File: src/rtl/shift_pkg.sv
// Shared types and constants for the multi-cycle shift controller.
package shift_pkg;

    typedef enum logic [1:0] {
        S_IDLE  = 2'd0,
        S_SHIFT = 2'd1,
        S_DONE  = 2'd2
    } shift_state_t;

    localparam logic DIR_LEFT  = 1'b0;
    localparam logic DIR_RIGHT = 1'b1;

endpackage

File: src/rtl/shift_step.sv
// Combinational single-position shifter: left, right logical or right arithmetic.
module shift_step
    import shift_pkg::*;
#(
    parameter int unsigned WIDTH = 4
) (
    input  logic [WIDTH-1:0] i_value,
    input  logic             i_dir,
    input  logic             i_arith,
    output logic [WIDTH-1:0] o_value_c,
    output logic             o_bit_out_c
);

    always_comb begin
        o_value_c   = i_value;
        o_bit_out_c = 1'b0;
        if (i_dir == DIR_RIGHT) begin
            // Arithmetic fill replicates the sign bit; logical fill is zero.
            o_value_c   = {i_arith & i_value[WIDTH-1], i_value[WIDTH-1:1]};
            o_bit_out_c = i_value[0];
        end else begin
            o_value_c   = {i_value[WIDTH-2:0], 1'b0};
            o_bit_out_c = i_value[WIDTH-1];
        end
    end

endmodule

File: src/rtl/shift_sequencer.sv
// Shift-unit controller: builds an N-position shift from repeated 1-bit steps
// under a start/busy/done handshake.
module shift_sequencer
    import shift_pkg::*;
#(
    parameter int unsigned WIDTH = 4,
    parameter int unsigned AW    = $clog2(WIDTH) + 1
) (
    input  logic             clk,
    input  logic             rst_n,
    input  logic             start,
    input  logic             dir,
    input  logic             arith,
    input  logic [WIDTH-1:0] operand,
    input  logic [AW-1:0]    amount,
    output logic             busy,
    output logic             done,
    output logic [WIDTH-1:0] result,
    output logic             carry,
    output logic             zero
);

    shift_state_t     r_state;
    shift_state_t     w_state_nxt;

    logic [AW-1:0]    r_count;
    logic [AW-1:0]    w_count_nxt;
    logic [WIDTH-1:0] r_work;
    logic [WIDTH-1:0] w_work_nxt;
    logic             r_cbit;
    logic             w_cbit_nxt;
    logic             r_dir;
    logic             w_dir_nxt;
    logic             r_arith;
    logic             w_arith_nxt;

    logic             r_busy;
    logic             r_done;
    logic [WIDTH-1:0] r_result;
    logic             r_carry;
    logic             r_zero;

    logic [AW-1:0]    w_amount_sat;
    logic [WIDTH-1:0] w_step_val;
    logic             w_step_bit;
    logic             w_enter_done;

    assign w_amount_sat = (amount >= AW'(WIDTH)) ? AW'(WIDTH) : amount;

    shift_step #(
        .WIDTH (WIDTH)
    ) u_step (
        .i_value     (r_work),
        .i_dir       (r_dir),
        .i_arith     (r_arith),
        .o_value_c   (w_step_val),
        .o_bit_out_c (w_step_bit)
    );

    always_ff @(posedge clk or negedge rst_n) begin
        if (!rst_n) begin
            r_state <= S_IDLE;
        end else begin
            r_state <= w_state_nxt;
        end
    end

    // Next-state and working-register update; start is honoured only in IDLE.
    always_comb begin
        w_state_nxt = r_state;
        w_count_nxt = r_count;
        w_work_nxt  = r_work;
        w_cbit_nxt  = r_cbit;
        w_dir_nxt   = r_dir;
        w_arith_nxt = r_arith;
        case (r_state)
            S_IDLE: begin
                if (start) begin
                    w_work_nxt  = operand;
                    w_dir_nxt   = dir;
                    w_arith_nxt = arith;
                    w_cbit_nxt  = 1'b0;
                    w_count_nxt = w_amount_sat;
                    w_state_nxt = (w_amount_sat == AW'(0)) ? S_DONE : S_SHIFT;
                end
            end
            S_SHIFT: begin
                w_work_nxt  = w_step_val;
                w_cbit_nxt  = w_step_bit;
                w_count_nxt = r_count - AW'(1);
                if (r_count == AW'(1)) begin
                    w_state_nxt = S_DONE;
                end
            end
            S_DONE: begin
                w_state_nxt = S_IDLE;
            end
            default: begin
                w_state_nxt = S_IDLE;
            end
        endcase
    end

    assign w_enter_done = (w_state_nxt == S_DONE) && (r_state != S_DONE);

    // Visible results only change when an operation completes.
    always_ff @(posedge clk or negedge rst_n) begin
        if (!rst_n) begin
            r_count  <= '0;
            r_work   <= '0;
            r_cbit   <= 1'b0;
            r_dir    <= DIR_LEFT;
            r_arith  <= 1'b0;
            r_busy   <= 1'b0;
            r_done   <= 1'b0;
            r_result <= '0;
            r_carry  <= 1'b0;
            r_zero   <= 1'b1;
        end else begin
            r_count <= w_count_nxt;
            r_work  <= w_work_nxt;
            r_cbit  <= w_cbit_nxt;
            r_dir   <= w_dir_nxt;
            r_arith <= w_arith_nxt;
            r_busy  <= (w_state_nxt == S_SHIFT);
            r_done  <= (w_state_nxt == S_DONE);
            if (w_enter_done) begin
                r_result <= w_work_nxt;
                r_carry  <= w_cbit_nxt;
                r_zero   <= (w_work_nxt == '0);
            end
        end
    end

    assign busy   = r_busy;
    assign done   = r_done;
    assign result = r_result;
    assign carry  = r_carry;
    assign zero   = r_zero;

endmodule
File: config.mk
export PLATFORM = sky130hd
export DESIGN_NAME = shift_sequencer
export DESIGN_NICKNAME = d
export VERILOG_FILES = /design/src/rtl/shift_pkg.sv /design/src/rtl/shift_step.sv /design/src/rtl/shift_sequencer.sv
export SDC_FILE = /design/constraint.sdc
export NUM_CORES = 1
export LEC_CHECK = 0
export BUFFER_PORTS_ARGS = -buffer_cell sky130_fd_sc_hd__buf_4
export CORE_MARGIN = 5
export CORE_UTILIZATION = 40
export DETAILED_ROUTE_END_ITERATION = 16
export GPL_TIMING_DRIVEN = 0
export PLACE_DENSITY = 0.66
export SETUP_SLACK_MARGIN = 0.2
export SYNTH_ARGS = -nofsm -noshare
export SYNTH_HDL_FRONTEND = slang
export SYNTH_SLANG_ARGS = --single-unit
File: constraint.sdc
create_clock -name clk -period 3.15 [get_ports clk]
set_input_delay 0.315 -clock clk [delete_from_list [all_inputs] [get_ports clk]]
set_output_delay 0.315 -clock clk [all_outputs]
set_load 0.03 [all_outputs]
* Word level (Yosys, flattened, before mapping) *
Index checks and enable logic that the tools add are counted.

storage, ports and cells
  register bits = 20
  input bits = 12
  output and inout bits = 8
  logic and storage cells = 40

operators by class
  add/subtract/negate cells = 1
  magnitude comparators = 1
  equality and inequality tests = 6
  multiplexer cells = 13
  bitwise gates (word level) = 1
  reductions and logical operators = 7

operator list
  operator               number
  $mux W4                2
  $pmux W4 S2            1
  $mux W2                3
  $mux W3                2
  $pmux W3 S2            1
  $eq A2 B1 Y1 const B   2
  $logic_not A4 Y1       1
  $ne A2 B2 Y1 const B   2
  $pmux W2 S2            1
  $reduce_and A2 Y1      2
  $eq A3 B1 Y1 const B   1
  $ge A3 B3 Y1 const B   1
  $logic_not A3 Y1       1
  $sub A3 B1 Y3 const B  1
  $eq A2 B2 Y1 const B   1
  $logic_not A2 Y1       1
  $mux W1                2
  $pmux W1 S2            1
  $reduce_bool A2 Y1     1
  $and A1 B1 Y1          1
  $logic_and A1 B1 Y1    1

* Depth between registers and ports, before layout *
  depth in word-level cells = 8
  mapped depth = 6
  gate-level depth less buffers = 6

* Hierarchy *
A second synthesis with hierarchy kept.

second synthesis, totals
  cell total of the unflattened synthesis = 85
  area, all modules = 964.7 µm²

by module, submodules not included
  module           times used  cells each  area an instance (µm²)  seq. area each (µm²)
  shift_sequencer  1           78          909.6                   501.7
  shift_step       1           7           55.1                    0.0

* Worst setup path after synthesis *
OpenSTA, ideal clock, no wires.

  kind = flip-flop to flip-flop
  start = reg r_count[1]
  end = reg r_zero (netlist: zero)
  library setup time = 0.091 ns
  arrival = 1.441 ns
  data required time = 3.059 ns
  setup slack = 1.618 ns
  cell stages (with the launch flop) = 7
  path buffers = 0
  clock period less this slack = 1.532 ns
  cells stage by stage = dfrtp_1 inv_1 ha_1 nor2b_1 a32oi_4 or3_1 o31ai_1

on the way
  cells in the longest elaborated chain, start to end = 5

RTL lines
  item                    RTL line                RTL
  from (decl)             shift_sequencer.sv:26   logic [AW-1:0] r_count;
  from (signal assigned)  shift_sequencer.sv:120  r_count <= w_count_nxt;
  $eq A3 B1 Y1            shift_sequencer.sv:91   if (r_count == AW'(1)) begin
  $mux W2                 shift_sequencer.sv:91
  $pmux W2 S2             shift_sequencer.sv:76   case (r_state)
  $eq A2 B2 Y1            shift_sequencer.sv:104  assign w_enter_done = (w_state_nxt == S_DONE) && (r_state != S_DONE);
  $logic_and A1 B1 Y1     shift_sequencer.sv:104
  to (signal assigned)    shift_sequencer.sv:130  r_zero <= (w_work_nxt == '0);
  to (decl)               shift_sequencer.sv:41   logic r_zero;

No other way between the ends.
A chain may end at the register's enable or synchronous reset.

* Worst setup path after layout *
Ends and elaborated chain as after synthesis.

==> results.json <==
{
  "status": "completed",
  "first_global_vias": 803,
  "slew_headroom_pct": 61.8,
  "cts_setup_buffers": 0,
  "crit_arrival_ps": 1970,
  "crit_type": "flip-flop to flip-flop",
  "final_area_um2": 1250,
  "worst_slew_pin_slew_ps": 573,
  "crit_fanout": 7,
  "syn-cell-area_um2": 1040,
  "synthCells": 89,
  "final_layout_size_suffix_gt1_share_pct": 36.3,
  "numCtsBuffers": 3,
  "ys_seq_area_share_pct": 48.3,
  "die_w_um": 61.0,
  "place_area_um2": 1220,
  "place.gp.congestion": 0.747,
  "diodes": 0,
  "ff2ff_setup_slack_ps": 1390,
  "hold_buffers": 1,
  "ir_worst_vdd_mv": 0.557,
  "tns_ps": 0,
  "cts.sinks": 20,
  "syn2layout_area_growth_pct": 20.8,
  "wl_per_cell_um": 14.1,
  "cts_tree": "built",
  "dp_hpwl_um": 1560,
  "worstSetupStartpointType": "flip-flop",
  "setup_viol": 0,
  "dp_cells": 138,
  "cts_htree_levels": 1,
  "rows": 18,
  "antenna_found_initial": 0,
  "postRouteAntennaNets": 0,
  "final_cell_mix": "dfrtp_1 (19), buf_4 (19), inv_1 (9)",
  "first_pass_iters": 4,
  "period_minus_slack_ps": 1760,
  "finalHoldViolations": 0,
  "ys_ff_latch": 20,
  "track_usage_pct": 13.1,
  "instances_no_fill": 143,
  "post-route-util_pct": 50.7,
  "r2r_start": "r_count[1]$_DFFE_PN0P_",
  "fillers": 244,
  "clock.fmax_ghz": 0.568,
  "root_buffer": "clkbuf_4",
  "drtIter0Drc": 33,
  "cap_violations": 0,
  "core_um2": 2480,
  "io_pins": 20,
  "hold_path.class": "primary input to flip-flop",
  "portBuffers": 19,
  "initial_core_util_pct": 41.9,
  "min-delay-start": "dir",
  "holdWs_ps": 254,
  "clk_latency_ps": 300,
  "crit_path_end_kind": "flip-flop",
  "required_ps": 3360,
  "vias": 769,
  "fin_crit_sh_pct": 55.9,
  "syn-num-nets": 103,
  "grt_max_degree": 21,
  "maxSlewViolCount": 0,
  "finClkSkew_ps": 5.73,
  "clkTransAtPathRegs_ps": 110,
  "dieArea_um2": 3720,
  "viasPerCell": 5.38,
  "grt_pass1_wl_um": 3610,
  "die_h_um": 61.0,
  "ctsResizeCount": 0,
  "syn_avg_cell_area_um2": 11.7,
  "cts_buffer_depth": 2,
  "grt_setup_unrepaired": "no",
  "drc_errors": 0,
  "p_leak_nw": 0.593,
  "yosysWarnings": 0,
  "grt_overflow": 0,
  "wirelength_um": 2010,
  "crit_start": "r_count[1]$_DFFE_PN0P_",
  "power_density_nw_per_um2": 988,
  "nets": 128,
  "synth_cell_types": 33
}
## final timing paths
path,end,cells past startpoint
max in group asynchronous,zero$_DFFE_PN1P_,2
max,zero$_DFFE_PN1P_,6
min in group asynchronous,r_count[2]$_DFFE_PN0P_,2
max reg2reg,zero$_DFFE_PN1P_,6
min,r_dir$_DFFE_PN0P_,2
min reg2reg,zero$_DFFE_PN1P_,2
## synthesized netlist by cell type (all sizes together)
cell type  number  area (um2)
dfrtp          19         475
inv            10        37.5
mux2            8        90.1
nor2            8        46.3
nor2b           5        31.3
a21oi           4        20.0
nand2           4        15.0
a222oi          3        30.0
buf             2        22.5
ha              2        25.0
mux2i           2        20.0
o21ba           2        20.0
o22a            2        17.5
or3             2        12.5
a211oi          1        7.51
a221oi          1        15.0
a22o            1        8.76
a31oi           1        6.26
a32oi           1        27.5
and2b           1        10.0
and4            1        8.76
clkbuf          1        3.75
dfstp           1        26.3
nand2b          1        6.26
nor3            1        16.3
o211ai          1        7.51
o21ai           1        5.00
o21bai          1        11.3
o31ai           1        7.51
or2b            1        7.51
## kinds of logic after synthesis
| kind of cell | Yosys count | synth area share, % |
|---|---|---|
| and+or+nand+nor | 24 | 14.8 |
| buffers and inverters | 13 | 6.14 |
| DFF | 20 | 48.3 |
| muxes | 10 | 10.6 |
| AOI/OAI and AO/OA | 20 | 17.7 |
| adders and majority gates | 2 | 2.41 |
## registers in the layout, indices dropped and copies added (netlist names)
name / count
busy: 1
carry: 1
done: 1
r_arith: 1
r_cbit: 1
r_count: 3
r_dir: 1
r_state: 2
r_work: 4
result: 4
zero: 1
## where the power goes
| part | total, mW | internal (mW) | switching [mW] |
|---|---|---|---|
| clock network | 0.123 | 0.0493 | 0.0740 |
| logic | 0.665 | 0.304 | 0.362 |
| registers | 0.451 | 0.381 | 0.0708 |
| total | 1.24 | 0.733 | 0.506 |
## per-stage QoR
stage                     setup WS [ps]  total power [mW]
after floorplan                    1620             0.942
after global placement             1450              1.11
after detailed placement           1450              1.13
after CTS                          1380              1.26
after global routing               1300              1.34
final                              1390              1.24
## layout make-up
class,instances,area [um2],area share [%]
inverter,10,37.5,2.99
clock buffer,4,26.3,2.09
buffer,3,26.3,2.09
timing repair buffer,20,153,12.2
tap,30,37.5,2.99
multi-input combinational,56,473,37.7
sequential,20,502,40.0
## metal layers
metal,GRT usage (%),vias up,routed length [um]
li1,-,368,-
met1,17.0,377,897
met2,21.1,20,955
met3,3.40,4,131
met4,4.64,0,29
met5,0,-,0
## critical path, stage by stage (launching register included)
cell and delay, ps:
dfrtp_1 400, inv_1 80, ha_1 150, nor2b_1 290
a32oi_4 140, or3_1 400, o31ai_1 210
Note: power is estimated with default switching activity, not from simulation.
